$ cat src/rtl/bus_source_mux.sv
// ============================================================================
// Module   : bus_source_mux
// Purpose  : Registered datapath bus mux with a ready-wait timeout, immediate
//            formatting and a valid/ack handshake toward the consumer.
// Revision : 1.0 - initial release
// ============================================================================
`default_nettype none

module bus_source_mux #(
   parameter int DATA_W  = 16,
   parameter int N_SRC   = 8,
   parameter int SEL_W   = 3,
   parameter int IMM_W   = 9,
   parameter int TIMEOUT = 15
) (
   input  logic                    clk,
   input  logic                    rst_n,
   input  logic                    sel_valid,
   input  logic [SEL_W-1:0]        sel_src,
   input  logic [1:0]              sel_mode,
   input  logic [N_SRC*DATA_W-1:0] src_data,
   input  logic [N_SRC-1:0]        src_ready,
   input  logic                    bus_ack,
   output logic [DATA_W-1:0]       bus_out,
   output logic                    bus_valid,
   output logic [SEL_W-1:0]        bus_src,
   output logic                    busy,
   output logic                    err_sel,
   output logic                    err_timeout
);

   localparam int CNT_W = $clog2(TIMEOUT + 1);
   localparam int PAD_W = DATA_W - IMM_W;

   localparam logic [1:0] ST_IDLE  = 2'd0;
   localparam logic [1:0] ST_WAIT  = 2'd1;
   localparam logic [1:0] ST_DRIVE = 2'd2;

   localparam logic [1:0] MODE_PASS = 2'b00;
   localparam logic [1:0] MODE_ZEXT = 2'b01;
   localparam logic [1:0] MODE_TOP  = 2'b10;

   logic [1:0]        state_q,       state_d;
   logic [SEL_W-1:0]  src_q,         src_d;
   logic [1:0]        mode_q,        mode_d;
   logic [CNT_W-1:0]  cnt_q,         cnt_d;
   logic [DATA_W-1:0] bus_out_q,     bus_out_d;
   logic              bus_valid_q,   bus_valid_d;
   logic [SEL_W-1:0]  bus_src_q,     bus_src_d;
   logic              err_sel_q,     err_sel_d;
   logic              err_timeout_q, err_timeout_d;

   logic [DATA_W-1:0] sel_word;
   logic              sel_rdy;
   logic [IMM_W-1:0]  imm;
   logic [DATA_W-1:0] fmt_word;
   logic              sel_illegal;

   // Source selection always uses the latched index, never the live sel_src.
   always_comb begin
      sel_word = '0;
      sel_rdy  = 1'b0;
      for (int k = 0; k < N_SRC; k++) begin
         if (src_q == SEL_W'(k)) begin
            sel_word = src_data[k*DATA_W +: DATA_W];
            sel_rdy  = src_ready[k];
         end
      end
   end

   always_comb begin
      imm = sel_word[IMM_W-1:0];
      case (mode_q)
         MODE_PASS: fmt_word = sel_word;
         MODE_ZEXT: fmt_word = {{PAD_W{1'b0}}, imm};
         MODE_TOP:  fmt_word = {imm, {PAD_W{1'b0}}};
         default:   fmt_word = {{PAD_W{imm[IMM_W-1]}}, imm};
      endcase
   end

   assign sel_illegal = ({1'b0, sel_src} >= (SEL_W+1)'(N_SRC));

   always_comb begin
      state_d       = state_q;
      src_d         = src_q;
      mode_d        = mode_q;
      cnt_d         = cnt_q;
      bus_out_d     = bus_out_q;
      bus_valid_d   = bus_valid_q;
      bus_src_d     = bus_src_q;
      err_sel_d     = 1'b0;
      err_timeout_d = 1'b0;

      case (state_q)
         ST_IDLE: begin
            if (sel_valid) begin
               if (sel_illegal) begin
                  err_sel_d = 1'b1;
               end else begin
                  src_d   = sel_src;
                  mode_d  = sel_mode;
                  cnt_d   = '0;
                  state_d = ST_WAIT;
               end
            end
         end
         ST_WAIT: begin
            if (sel_rdy) begin
               bus_out_d   = fmt_word;
               bus_src_d   = src_q;
               bus_valid_d = 1'b1;
               state_d     = ST_DRIVE;
            end else if (cnt_q + CNT_W'(1) == CNT_W'(TIMEOUT)) begin
               cnt_d         = '0;
               err_timeout_d = 1'b1;
               state_d       = ST_IDLE;
            end else begin
               cnt_d = cnt_q + CNT_W'(1);
            end
         end
         ST_DRIVE: begin
            if (bus_ack) begin
               bus_valid_d = 1'b0;
               state_d     = ST_IDLE;
            end
         end
         default: begin
            bus_valid_d = 1'b0;
            state_d     = ST_IDLE;
         end
      endcase
   end

   always_ff @(posedge clk or negedge rst_n) begin
      if (!rst_n) begin
         state_q       <= ST_IDLE;
         src_q         <= '0;
         mode_q        <= '0;
         cnt_q         <= '0;
         bus_out_q     <= '0;
         bus_valid_q   <= 1'b0;
         bus_src_q     <= '0;
         err_sel_q     <= 1'b0;
         err_timeout_q <= 1'b0;
      end else begin
         state_q       <= state_d;
         src_q         <= src_d;
         mode_q        <= mode_d;
         cnt_q         <= cnt_d;
         bus_out_q     <= bus_out_d;
         bus_valid_q   <= bus_valid_d;
         bus_src_q     <= bus_src_d;
         err_sel_q     <= err_sel_d;
         err_timeout_q <= err_timeout_d;
      end
   end

   assign bus_out     = bus_out_q;
   assign bus_valid   = bus_valid_q;
   assign bus_src     = bus_src_q;
   assign busy        = (state_q != ST_IDLE);
   assign err_sel     = err_sel_q;
   assign err_timeout = err_timeout_q;

endmodule

`default_nettype wire

$ cat config.mk
export PLATFORM = sky130hd
export DESIGN_NAME = bus_source_mux
export DESIGN_NICKNAME = d
export VERILOG_FILES = /design/src/rtl/bus_source_mux.sv
export SDC_FILE = /design/constraint.sdc
export NUM_CORES = 1
export LEC_CHECK = 0
export ABC_CLOCK_PERIOD_IN_PS = 3400
export CAP_MARGIN = 20
export CORE_UTILIZATION = 41
export DETAILED_ROUTE_END_ITERATION = 8
export GPL_TIMING_DRIVEN = 0
export HOLD_SLACK_MARGIN = 0.15
export PLACE_DENSITY = 0.92
export RECOVER_POWER = 100
export SETUP_SLACK_MARGIN = 0.3
export SLEW_MARGIN = 20
export SYNTH_ARGS = -nofsm -noshare
export SYNTH_HDL_FRONTEND = slang
export SYNTH_SLANG_ARGS = --single-unit
$ cat constraint.sdc
create_clock -name clk -period 3.4 [get_ports clk]
set_clock_uncertainty 0.05 [all_clocks]
set_input_delay 0.68 -clock clk [delete_from_list [all_inputs] [get_ports clk]]
set_output_delay 0.68 -clock clk [all_outputs]
set_load 0.05 [all_outputs]
Word level (Yosys, flattened, before mapping)
Cells that the tools add are included.
{"block": "totals", "output_inout_bits": 23, "input_bits": 145, "word_cells": 69, "regBits": 32}
{"block": "classes", "add_sub_neg": 1, "n_eq_ne": 17, "bitwise": 1, "mux": 32, "n_reduce_logical": 10}
{"operator": "16-bit two-way mux", "count": 8}
{"operator": "16-bit case mux with 3 select lines", "count": 1}
{"operator": "1-bit two-way mux", "count": 13}
{"operator": "3-bit == test (second input constant)", "count": 4}
{"operator": "4-bit two-way mux", "count": 3}
{"operator": "3-bit AND reduction", "count": 3}
{"operator": "2-bit two-way mux", "count": 4}
{"operator": "2-bit != test (second input constant)", "count": 4}
{"operator": "4-bit case mux with 2 select lines", "count": 1}
{"operator": "3-bit by 2-bit == test with 1-bit output (second input constant)", "count": 2}
{"operator": "2-bit case mux with 3 select lines", "count": 1}
{"operator": "4-bit by 1-bit adder with 4-bit output (second input constant)", "count": 1}
{"operator": "2-bit by 1-bit == test with 1-bit output (second input constant)", "count": 2}
{"operator": "2-bit == test (second input constant)", "count": 2}
{"operator": "4-bit == test (second input constant)", "count": 1}
{"operator": "2-bit logical NOT", "count": 2}
{"operator": "2-bit AND reduction", "count": 2}
{"operator": "2-bit nonzero test", "count": 2}
{"operator": "3-bit by 1-bit == test with 1-bit output (second input constant)", "count": 1}
{"operator": "3-bit logical NOT", "count": 1}
{"operator": "3-bit != test (second input constant)", "count": 1}
{"operator": "1-bit case mux with 3 select lines", "count": 1}
{"operator": "1-bit inverter", "count": 1}

Depth between registers and ports, before layout
Gate-level depths: netlist (run 1).
{"block": "depth", "ltp_word": 11, "depth_mapped": 10, "depth_no_buf": 6}

Worst setup path before layout (run 1)
OpenSTA, ideal clock, no wires.
{"block": "synth_path", "path_type": "input to register", "from": "in src_ready[4]", "to": "reg bus_out_q[14] (netlist: bus_out[14])", "path_buffers": 1, "setup_time_ns": 0.130, "arrival_ns": 1.952, "setup_slack_ns": 1.268, "path_stages": 7, "cell_sequence": "mux2_4 -> a221o_1 -> a32oi_4 -> nor2_2 -> buf_2 -> nor2_1 -> a31oi_1"}
{"block": "synth_between", "elab_chain_cells": 5}
{"element": "start: declaration", "line": "22", "text": "input logic [N_SRC-1:0] src_ready,"}
{"element": "1-bit two-way mux (4 in a row)", "line": "64", "text": "if (src_q == SEL_W'(k)) begin"}
{"element": "2-bit AND reduction (no line)"}
{"element": "end signal: assignment", "line": "150", "text": "bus_out_q <= bus_out_d;"}
{"element": "end: declaration", "line": "47", "text": "logic [DATA_W-1:0] bus_out_q, bus_out_d;"}
No other way between the ends.
A chain may end at the register's enable or synchronous reset.

Worst setup path after layout (run 1)
{"block": "layout_path", "from": "in src_ready[6]", "to": "reg bus_out_q[14] (netlist: bus_out[14])"}
{"block": "layout_between", "elab_chain_cells": 3}
{"element": "1-bit two-way mux (2 in a row)", "line": "64"}
{"element": "2-bit AND reduction (no line)"}
No other way between the ends.

==> flow_summary_export.csv, run 1 <==
group,metric,value,unit
logic_synthesis,synth_cells,311,
finish,drive_above_1_share,10.7,%
clocking,cts_hold_repair.buffers,0,
grt,antenna_found_initial,0,
die,dieArea,7090,um^2
routing,drtIter0Drc,276,
clocking,root_buffer,"clkbuf_8",
routing,drt-total-wl,10600,um
pwr,p_clk_share,8.1,%
status,violations,"DRC, capacitance limit, slew limit",
sta,setup_violations,0,
logic_synthesis,ys_types,48,
sta,slew_violations,33,
setup_path,crit_chain,"clkdlybuf4s50_1 -> mux2_1 -> a221o_1 -> a32oi_1 -> nor2_2 -> buf_2 -> nor2_1 -> a31oi_1",
clocking,cts_sinks,32,
setup_path,cp.arrival,2.91,ns
logic_synthesis,synth-edff-count,0,
setup_path,r2r_end,"bus_out[14]$_DFFE_PN0P_",
routing,avgViaCountPerCell,6.03,
grt,use_met1,35.7,%
logic_synthesis,ys_seq_elements,32,
finish,final_common_cell,"clkdlybuf4s50_1",
grt,grt_pass1_wl,16800,um
pwr,p_leak,1.86,nW
logic_synthesis,synth_area,2770,um^2
setup_path,critPathTopFamily,"compound AO/OA/AOI/OAI gates",
sta,clock.fmax,0.358,GHz
setup_path,path_buf_inv,2,
worst_hold_path,hold_path_end,"bus_out[4]$_DFFE_PN0P_",
sta,worst_slack,0.607,ns
job,max_cap_violations,1,
pwr,switching_share,52.1,%
grt,gr-usage-met2,53.0,%
clocking,cts_resized,0,
pwr,sequentialPowerShare,18.4,%
grt,first_global_vias,3419,
grt,grt_max_degree,33,
worst_hold_path,hold-path-cell-count,2,
logic_synthesis,synth_ff_type,"dfrtp_1",
setup_path,r2r_slack,0.77,ns
setup_path,max_stage_delay,0.56,ns
grt,top_usage_layer,"met2",
sta,slew_headroom,-8.04,%
finish,area_delta_synth_final,65.7,%
sta,period_needed,2.79,ns
die,rows,29,
finish,fin_nets,631,
die,die_y,84.2,um
logic_synthesis,synth_warnings,0,
clocking,cts-buffers-inserted,5,
finish,antenna-diode-count,0,
die,io_pins,168,
placed_design,gp_congestion,0.899,
clocking,insertion_delay,0.29,ns
sta,tns,0,ns
die,start_util,43.1,%
status,status,"complete, but fails checks",
grt,overflow,0,
pwr,irDropWorstVdd,0.319,mV
sta,grt_setup_unrepaired,"false",
setup_path,slowest_stage,"a32oi_1",
sta,worst_pin_slew,1.62,ns
setup_path,reg2reg_from,"src_q[1]$_DFFE_PN0P_",
routing,avgRoutedWirePerCell,18.9,um
grt,grt_usage,30.0,%
routing,drtPass1Iterations,7,
logic_synthesis,synth_nets,458,
setup_path,crit_path_start,"src_ready[6]",
placed_design,place_ws,0.660,ns
routing,drc,16,
routing,postRouteAntennaNets,0,
placed_design,port-buffer-count,166,
die,die_w,84.2,um
logic_synthesis,syn-mean-instance-area,8.90,um^2
pwr,internal_power,1.77,mW
pwr,powerDensity,807,nW/um^2
logic_synthesis,synthTopCellsByArea,"dfrtp_1, mux4_2, mux2i_1",
pwr,p_sw,1.93,mW
clocking,cts_max_path_buffers,2,
setup_path,ff2ff_path_depth,8,
logic_synthesis,synthArstFlopShare,100,%
pwr,combPwrFrac,73.5,%
clocking,cts_setup_buffers,0,
worst_hold_path,hp-class,"reg2reg",
placed_design,hpwl,8380,um
logic_synthesis,yosysTopAreaCell,"dfrtp_1",
logic_synthesis,synth_top_area_share,28.9,%
grt,grt_util_met3,5.31,%
setup_path,start_kind,"input port",
clocking,htree_levels,2,
routing,route.vias.total,3388,
setup_path,crit_path_end_kind,"flip-flop",
clocking,cts_tree,"done",
setup_path,critPathMaxFanout,10,
sta,post-route-period-util,82.2,%
die,core_area,6420,um^2
worst_hold_path,worstHoldStart,"bus_out[4]$_DFFE_PN0P_",
clocking,cts.clk_slew.worst_paths,0.08,ns
setup_path,cp.required,3.52,ns
finish,mostFrequentLayoutCells,"clkdlybuf4s50_1, nand2_1, dfrtp_1, o21ai_0, dlygate4sd3_1",
sta,hold_violations,0,
setup_path,path_class,"in2reg",
logic_synthesis,seq_area_frac_synth,28.9,%
synth_stat cells, types with 3 or more instances:
| library cell | number |
|---|---|
| a221oi_1 | 3 |
| a32o_1 | 4 |
| a21oi_1 | 21 |
| buf_2 | 7 |
| o31ai_1 | 5 |
| o21ai_0 | 24 |
| nand3_1 | 8 |
| clkbuf_1 | 8 |
| mux2_2 | 13 |
| mux2i_1 | 21 |
| o22ai_1 | 4 |
| a2111oi_0 | 4 |
| buf_4 | 7 |
| nand2b_1 | 12 |
| a22oi_1 | 3 |
| nor2_1 | 16 |
| a31oi_1 | 8 |
| inv_1 | 8 |
| mux4_2 | 12 |
| dfrtp_1 | 32 |
| a211oi_1 | 5 |
| nand2_1 | 42 |
| nor2b_1 | 8 |
| o21ai_1 | 4 |
metrics by stage:
stage          util [%]  instances  total power, mW  cell area, um^2  hold WS, ns
2_1_floorplan         -        311             2.57             2770        0.334
4_1_cts            71.8        562             3.75             4610        0.391
6_report           71.4        562             3.70             4590        0.428
5_1_grt            71.4        562             3.93             4590        0.456
3_5_place_dp       70.4        554             3.44             4520        0.415
3_3_place_gp       70.5        554             3.37             4530        0.405
cell type report:
cell class              instances  area [um^2]
plain buffers                  24          140
clock buffers                   5         68.8
clock inverters                 3         23.8
fillers                       501         1830
inverters                       8         30.0
multi-input cells             247         1770
flip-flops and latches         32          801
well taps                      77         96.3
repair buffers                166         1660
power by group through the flow:
stage	combinational [mW]	sequential (mW)	clock (mW)
detailed placement	2.75	0.685	0
global placement	2.70	0.676	0
floorplan	1.54	1.03	0
CTS	2.77	0.681	0.297
global route	2.91	0.698	0.319
finish	2.72	0.683	0.299
routing by layer:
metal	wire length [um]	vias to the layer above
met5	0	-
met4	323	0
met3	922	36
met2	5230	241
met1	4150	1602
li1	-	1509
how the worst max path moves through the flow:
stage | slack (ns) | to | cells past startpoint
2_1_floorplan | 1.27 | bus_out[14]$_DFFE_PN0P_ | 7
3_3_place_gp | 0.71 | bus_out[14]$_DFFE_PN0P_ | 8
5_1_grt | 0.45 | bus_out[14]$_DFFE_PN0P_ | 8
3_5_place_dp | 0.66 | bus_out[14]$_DFFE_PN0P_ | 8
6_report | 0.61 | bus_out[14]$_DFFE_PN0P_ | 8
4_1_cts | 0.93 | busy | 2
registers in the layout, indices dropped and copies added, names as in the netlist:
signal,count
state_q,2
src_q,3
err_timeout,1
bus_out,16
bus_src,3
mode_q,2
cnt_q,4
bus_valid,1
cell families after synthesis:
group                      after synthesis  share of synthesized area (%)
AOI/OAI and AO/OA                      101                           24.4
xor gates and xnor gates                 1                          0.316
adders and majority gates                2                          0.904
buffers and inverters                   32                           6.15
DFF                                     32                           28.9
muxes                                   47                           23.2
other                                    1                          0.135
and+or+nand+nor                         95                           16.0
worst reg2reg max path: cells and delay by family (launching register included):
family	cells	cell delay, ns
buf+inv	2	0.47
compound gates	3	0.96
flops	1	0.34
mux	1	0.36
simple gates	2	0.34
(Power assumes the default switching activity.)
==> inputs of run 2 (changes only) <==
--- a/config.mk
+++ b/config.mk
@@ -5,13 +5,13 @@
 export SDC_FILE = /design/constraint.sdc
 export NUM_CORES = 1
 export LEC_CHECK = 0
-export ABC_CLOCK_PERIOD_IN_PS = 3400
+export ABC_CLOCK_PERIOD_IN_PS = 2500
 export CAP_MARGIN = 20
-export CORE_UTILIZATION = 41
+export CORE_UTILIZATION = 34
 export DETAILED_ROUTE_END_ITERATION = 8
 export GPL_TIMING_DRIVEN = 0
 export HOLD_SLACK_MARGIN = 0.15
-export PLACE_DENSITY = 0.92
+export PLACE_DENSITY = 0.82
 export RECOVER_POWER = 100
 export SETUP_SLACK_MARGIN = 0.3
 export SLEW_MARGIN = 20
==> constraint.sdc (replaced) <==
create_clock -name clk -period 2.5 [get_ports clk]
set_clock_uncertainty 0.05 [all_clocks]
set_input_delay 0.5 -clock clk [delete_from_list [all_inputs] [get_ports clk]]
set_output_delay 0.5 -clock clk [all_outputs]
set_load 0.05 [all_outputs]
==> run 2 against run 1 <==
The run ends with capacitance limit, slew limit left. Register-to-register slack worse by 0.52 ns. Utilization down 11 points. Via count down 4.3%. Power up 42%. Final area up 2.6%. Die area up 20%. Largest power group unchanged. Clock-buffer cell count up 1. Wire length up 1.6%. Hold slack worse by 0.015 ns. Critical path depth up 1. Global-route usage down 4.4 points. Cell count up 4.8%.
==> flow_summary_export.csv, run 2 (same netlist as run 1, synthesis figures left out) <==
group,metric,value,unit
finish,antenna-diode-count,0,
pwr,p_sw,2.70,mW
pwr,internal_power,2.56,mW
sta,clock.fmax,0.441,GHz
die,rows,32,
sta,setup_violations,0,
finish,fin_nets,634,
die,core_area,7810,um^2
sta,hold_violations,0,
placed_design,gp_congestion,0.863,
sta,post-route-period-util,90.7,%
die,dieArea,8510,um^2
routing,drtIter0Drc,217,
sta,period_needed,2.27,ns
job,max_cap_violations,1,
setup_path,max_stage_delay,0.41,ns
clocking,cts_tree,"done",
setup_path,critPathMaxFanout,10,
status,status,"complete, but fails checks",
clocking,htree_levels,2,
routing,drtPass1Iterations,5,
sta,grt_setup_unrepaired,"true",
pwr,combPwrFrac,75.2,%
routing,wl_met2,5600,um
finish,area_delta_synth_final,70.1,%
finish,nFillCells,703,
finish,final_common_cell,"clkdlybuf4s50_1",
pwr,irDropWorstVdd,0.421,mV
finish,mostFrequentLayoutCells,"clkdlybuf4s50_1, nand2_1, dfrtp_1, o21ai_0, dlygate4sd3_1",
clocking,cts.clk_slew.worst_paths,0.06,ns
sta,slew_violations,33,
routing,route.vias.total,3243,
die,start_util,35.5,%
setup_path,cp.required,2.62,ns
clocking,root_buffer,"clkbuf_8",
routing,avgViaCountPerCell,5.51,
setup_path,path_class,"in2reg",
routing,drt-met1-wl,4280,um
grt,grt_pass1_wl,16800,um
routing,drt-total-wl,10800,um
routing,drc,0,
finish,drive_above_1_share,13.6,%
grt,grt_usage,25.5,%
pwr,sequentialPowerShare,17.8,%
finish,largest_reg_flops,16,
setup_path,crit_chain,"clkdlybuf4s50_1 -> mux2_4 -> a221o_1 -> a32oi_1 -> buf_12 -> nor2_2 -> clkbuf_1 -> nand3_1 -> nand2_1",
pwr,powerDensity,1120,nW/um^2
sta,slew_headroom,-10.1,%
die,die_w,92.2,um
status,violations,"capacitance limit, slew limit",
clocking,cts_sinks,32,
routing,postRouteAntennaNets,0,
clocking,insertion_delay,0.28,ns
pwr,p_leak,1.91,nW
routing,avgRoutedWirePerCell,18.3,um
pwr,power,5.25,mW
setup_path,start_kind,"input port",
sta,holdWs,0.413,ns
clocking,cts_max_path_buffers,2,
sta,worst_pin_slew,1.65,ns
pwr,p_clk_share,7.0,%
setup_path,cp.arrival,2.39,ns
setup_path,slowest_stage,"clkdlybuf4s50_1",
grt,antenna_found_initial,0,
grt,first_global_vias,3396,
routing,routed.top_layer,"met4",
worst_hold_path,hp-class,"reg2reg",
grt,grt_max_degree,33,
die,die_y,92.2,um
setup_path,crit_path_end_kind,"flip-flop",
grt,overflow,0,
clocking,cts-buffers-inserted,5,
placed_design,hpwl,8710,um
routing,wl_met3,724,um
clocking,cts_hold_repair.buffers,0,
placed_design,port-buffer-count,166,
pwr,switching_share,51.3,%
die,io_pins,168,
[run 2: cell types whose count changed in the layout (fill, tap and decap cells not counted), moves of 3 or more]
cell       previous run  this run
buf_2                 7         1
a2111oi_0             4         1
o21ai_0              27        22
clkbuf_4              0         3
clkbuf_2              0         6
o21ai_1               1         6
[run 2: layout make-up]
class | count | area (um^2) | area share, %
clock buffers | 6 | 72.6 | 1.54
clock inverters | 1 | 5.00 | 0.106
multi-input cells | 247 | 1820 | 38.7
well taps | 102 | 128 | 2.71
flip-flops and latches | 32 | 802 | 17.0
inverters | 8 | 30.0 | 0.638
plain buffers | 24 | 163 | 3.45
repair buffers | 169 | 1690 | 35.8
[run 2: through the flow]
step	instance area, um^2	TNS (ns)	std cells	setup WS (ns)	util, %
final	4710	0	589	0.231	60.3
after global routing	4710	0	589	0.100	60.3
after CTS	4700	0	588	0.299	60.2
after detailed placement	4550	-0.269	579	-0.0578	58.3
after global placement	4560	-0.0571	579	-0.0282	58.4
after floorplan	2770	0	311	0.510	-
[run 2: final timing paths]
kind,from,endpoint,slack (ns),depth (start not counted)
hold reg to reg,bus_out[5]$_DFFE_PN0P_,bus_out[5]$_DFFE_PN0P_,0.41,2
setup reg to reg,src_q[1]$_DFFE_PN0P_,bus_out[10]$_DFFE_PN0P_,0.25,8
min in group asynchronous,rst_n,bus_out[4]$_DFFE_PN0P_,0.58,1
max in group asynchronous,rst_n,src_q[0]$_DFFE_PN0P_,0.74,1
setup / recovery,src_ready[6],bus_out[5]$_DFFE_PN0P_,0.23,9
hold / removal,bus_out[5]$_DFFE_PN0P_,bus_out[5]$_DFFE_PN0P_,0.41,2
[run 2: power by group through the flow]
stage                     combinational (mW)  sequential, mW  clock (mW)
after global routing                    4.22           0.967       0.394
after floorplan                         2.09            1.40           0
final                                   3.95           0.936       0.365
after global placement                  3.71           0.923           0
after CTS                               3.94           0.936       0.373
after detailed placement                3.79           0.940           0
[run 2: timing repair]
item | 4_1_cts | 5_1_grt
resized for setup | 22 | 18
pin swaps | 4 | 4
buffers inserted | 2 | 1
setup endpoints to repair | 21 | 23
[run 2: layer usage]
metal | up-vias | GRT usage (%)
met3 | 18 | 4.98
met4 | 0 | 8.46
met1 | 1547 | 30.4
li1 | 1513 | -
met5 | - | 0
met2 | 165 | 45.7
[run 2: worst max-delay path: cells and delay by family]
family,cells,cell delay [ns]
multiplexers,1,0.25
AND/OR/NAND/NOR,3,0.28
AO/OA/AOI/OAI,2,0.56
buffers and inverters,3,0.79
==> inputs of run 3 (changes only) <==
--- a/config.mk
+++ b/config.mk
@@ -7,6 +7,7 @@
 export LEC_CHECK = 0
 export ABC_CLOCK_PERIOD_IN_PS = 2500
 export CAP_MARGIN = 20
+export CORE_MARGIN = 3
 export CORE_UTILIZATION = 34
 export DETAILED_ROUTE_END_ITERATION = 8
 export GPL_TIMING_DRIVEN = 0
==> run 3 against run 2 <==
The run still ends with capacitance limit, slew limit left. Hold slack improved by 0.011 ns. Wire length increased by 4.4%. Utilization increased by 3.3 points. Final area increased by 5.4%. Die area increased by 8.9%. Sequential power increased by 1%. Register-to-register slack got worse by 0.04 ns. Combinational power increased by 9.4%. Critical path type is now reg2reg.
==> flow_summary_export.csv, run 3 (same netlist as run 1, synthesis figures left out) <==
group,metric,value,unit
setup_path,slowest_stage,"a32oi_2",
sta,holdWs,0.424,ns
pwr,irDropWorstVdd,0.462,mV
grt,grt_util_met3,4.38,%
setup_path,start_kind,"flip-flop",
setup_path,critPathMaxFanout,10,
grt,top_usage_layer,"met2",
status,violations,"capacitance limit, slew limit",
setup_path,max_stage_delay,0.42,ns
finish,mostFrequentLayoutCells,"clkdlybuf4s50_1, nand2_1, dfrtp_1, dlygate4sd3_1, o21ai_0",
sta,period_needed,2.29,ns
pwr,switching_share,49.5,%
routing,drc,0,
placed_design,hpwl,8950,um
sta,slew_headroom,-6.06,%
sta,hold_violations,0,
sta,slew_violations,33,
die,die_w,96.2,um
clocking,cts_tree,"done",
finish,fin_nets,643,
worst_hold_path,worstHoldStart,"bus_out[3]$_DFFE_PN0P_",
setup_path,reg2reg_from,"src_q[1]$_DFFE_PN0P_",
routing,route.vias.total,3350,
pwr,powerDensity,1170,nW/um^2
worst_hold_path,hold-path-cell-count,2,
pwr,combPwrFrac,74.5,%
pwr,internal_power,2.93,mW
die,io_pins,168,
finish,largest_reg_flops,16,
grt,grt_usage,24.1,%
sta,setup_violations,0,
pwr,p_clk_share,9.2,%
die,rows,32,
setup_path,path_class,"reg2reg",
clocking,root_buffer,"clkbuf_8",
grt,grt_max_degree,33,
routing,avgRoutedWirePerCell,18.8,um
pwr,p_sw,2.87,mW
routing,avgViaCountPerCell,5.59,
setup_path,crit_chain,"buf_6 -> mux2_4 -> a221o_1 -> a32oi_2 -> or2b_4 -> buf_4 -> nand2_1 -> o21ai_0",
job,max_cap_violations,1,
sta,grt_setup_unrepaired,"true",
routing,drtPass1Iterations,4,
worst_hold_path,hold_path_end,"bus_out[3]$_DFFE_PN0P_",
die,start_util,35.5,%
grt,gr-usage-met2,42.7,%
sta,clock.fmax,0.437,GHz
clocking,cts_hold_repair.buffers,0,
setup_path,ff2ff_path_depth,8,
clocking,insertion_delay,0.28,ns
pwr,p_leak,2.02,nW
finish,area_delta_synth_final,79.3,%
grt,use_met1,28.3,%
routing,postRouteAntennaNets,0,
clocking,cts.clk_slew.worst_paths,0.07,ns
setup_path,cp.required,2.65,ns
setup_path,r2r_slack,0.21,ns
clocking,htree_levels,2,
placed_design,port-buffer-count,166,
routing,drt-total-wl,11300,um
grt,overflow,0,
setup_path,crit_path_end_kind,"flip-flop",
pwr,sequentialPowerShare,16.3,%
finish,drive_above_1_share,19.9,%
clocking,cts_max_path_buffers,2,
sta,worst_pin_slew,1.59,ns
finish,final_common_cell,"clkdlybuf4s50_1",
finish,antenna-diode-count,0,
setup_path,cp.arrival,2.44,ns
grt,grt_pass1_wl,17000,um
die,core_area,7810,um^2
status,status,"complete, but fails checks",
die,die_y,96.2,um
routing,drtIter0Drc,219,
clocking,cts_sinks,32,
grt,antenna_found_initial,0,
placed_design,gp_congestion,0.861,
grt,first_global_vias,3282,
setup_path,r2r_end,"bus_out[9]$_DFFE_PN0P_",
sta,post-route-period-util,91.5,%
die,dieArea,9260,um^2
sta,tns,0,ns
clocking,cts-buffers-inserted,5,
finish,finish.utilization,63.6,%
worst_hold_path,hp-class,"reg2reg",
==> run 3: cell count changes in the layout (fill, tap and decap cells not counted), sizes merged <==
cell / change
bufinv: +1
buf: +10
dlymetal6s2s: +2
clkinv: -1
clkdlybuf4s50: -2
==> run 3: worst max-delay path by stage <==
stage / from / endpoint / depth (start not counted)
final: src_q[1]$_DFFE_PN0P_ / bus_out[9]$_DFFE_PN0P_ / 8
after global routing: src_q[1]$_DFFE_PN0P_ / cnt_q[1]$_DFFE_PN0P_ / 7
after CTS: src_ready[4] / cnt_q[3]$_DFFE_PN0P_ / 6
after detailed placement: src_ready[4] / bus_out[3]$_DFFE_PN0P_ / 8
after global placement: src_ready[4] / bus_out[3]$_DFFE_PN0P_ / 8
after floorplan: src_q[1]$_DFFE_PN0P_ / bus_out[14]$_DFFE_PN0P_ / 8
==> run 3: final cells by class <==
class,count,area [um^2]
plain buffers,24,195
clock buffers,7,96.3
clock inverters,1,30.0
fillers,632,2840
inverters,8,30.0
multi-input cells,247,1940
flip-flops and latches,32,802
well taps,102,128
repair buffers,178,1750
==> run 3: power by group through the flow <==
| stage | clock (mW) | sequential, mW | combinational [mW] |
|---|---|---|---|
| final | 0.534 | 0.947 | 4.32 |
| after global routing | 0.568 | 0.977 | 4.60 |
| after CTS | 0.541 | 0.930 | 3.93 |
| after detailed placement | 0 | 0.937 | 3.78 |
| after global placement | 0 | 0.921 | 3.71 |
| after floorplan | 0 | 1.40 | 2.09 |
==> run 3: per-layer routing <==
metal | vias up | wire [um]
met5 | - | 0
met4 | 0 | 286
met3 | 26 | 872
met2 | 185 | 5810
met1 | 1598 | 4310
li1 | 1541 | -
==> run 3: stage by stage <==
step                      cells  area (um^2)  total power [mW]  setup slack (ns)
after floorplan             311         2770              3.49             0.510
after global placement      579         4560              4.63           -0.0148
after detailed placement    579         4550              4.72           -0.0425
after CTS                   590         4740              5.40             0.287
after global routing        599         4970              6.14             0.139
final                       599         4970              5.80             0.214
==> run 3: what timing repair did <==
action	4_1_cts	5_1_grt
setup endpoints to repair	20	24
setup buffers	2	8
cloned	1	1
pin swaps	3	11
resized for setup	19	55
==> run 3: worst max-delay path: cells and delay by family (launching register included) <==
family	cells	cell delay, ns
AOI/OAI and AO/OA	3	0.84
buffers and inverters	2	0.31
muxes	1	0.29
DFF	1	0.38
and+or+nand+nor	2	0.32
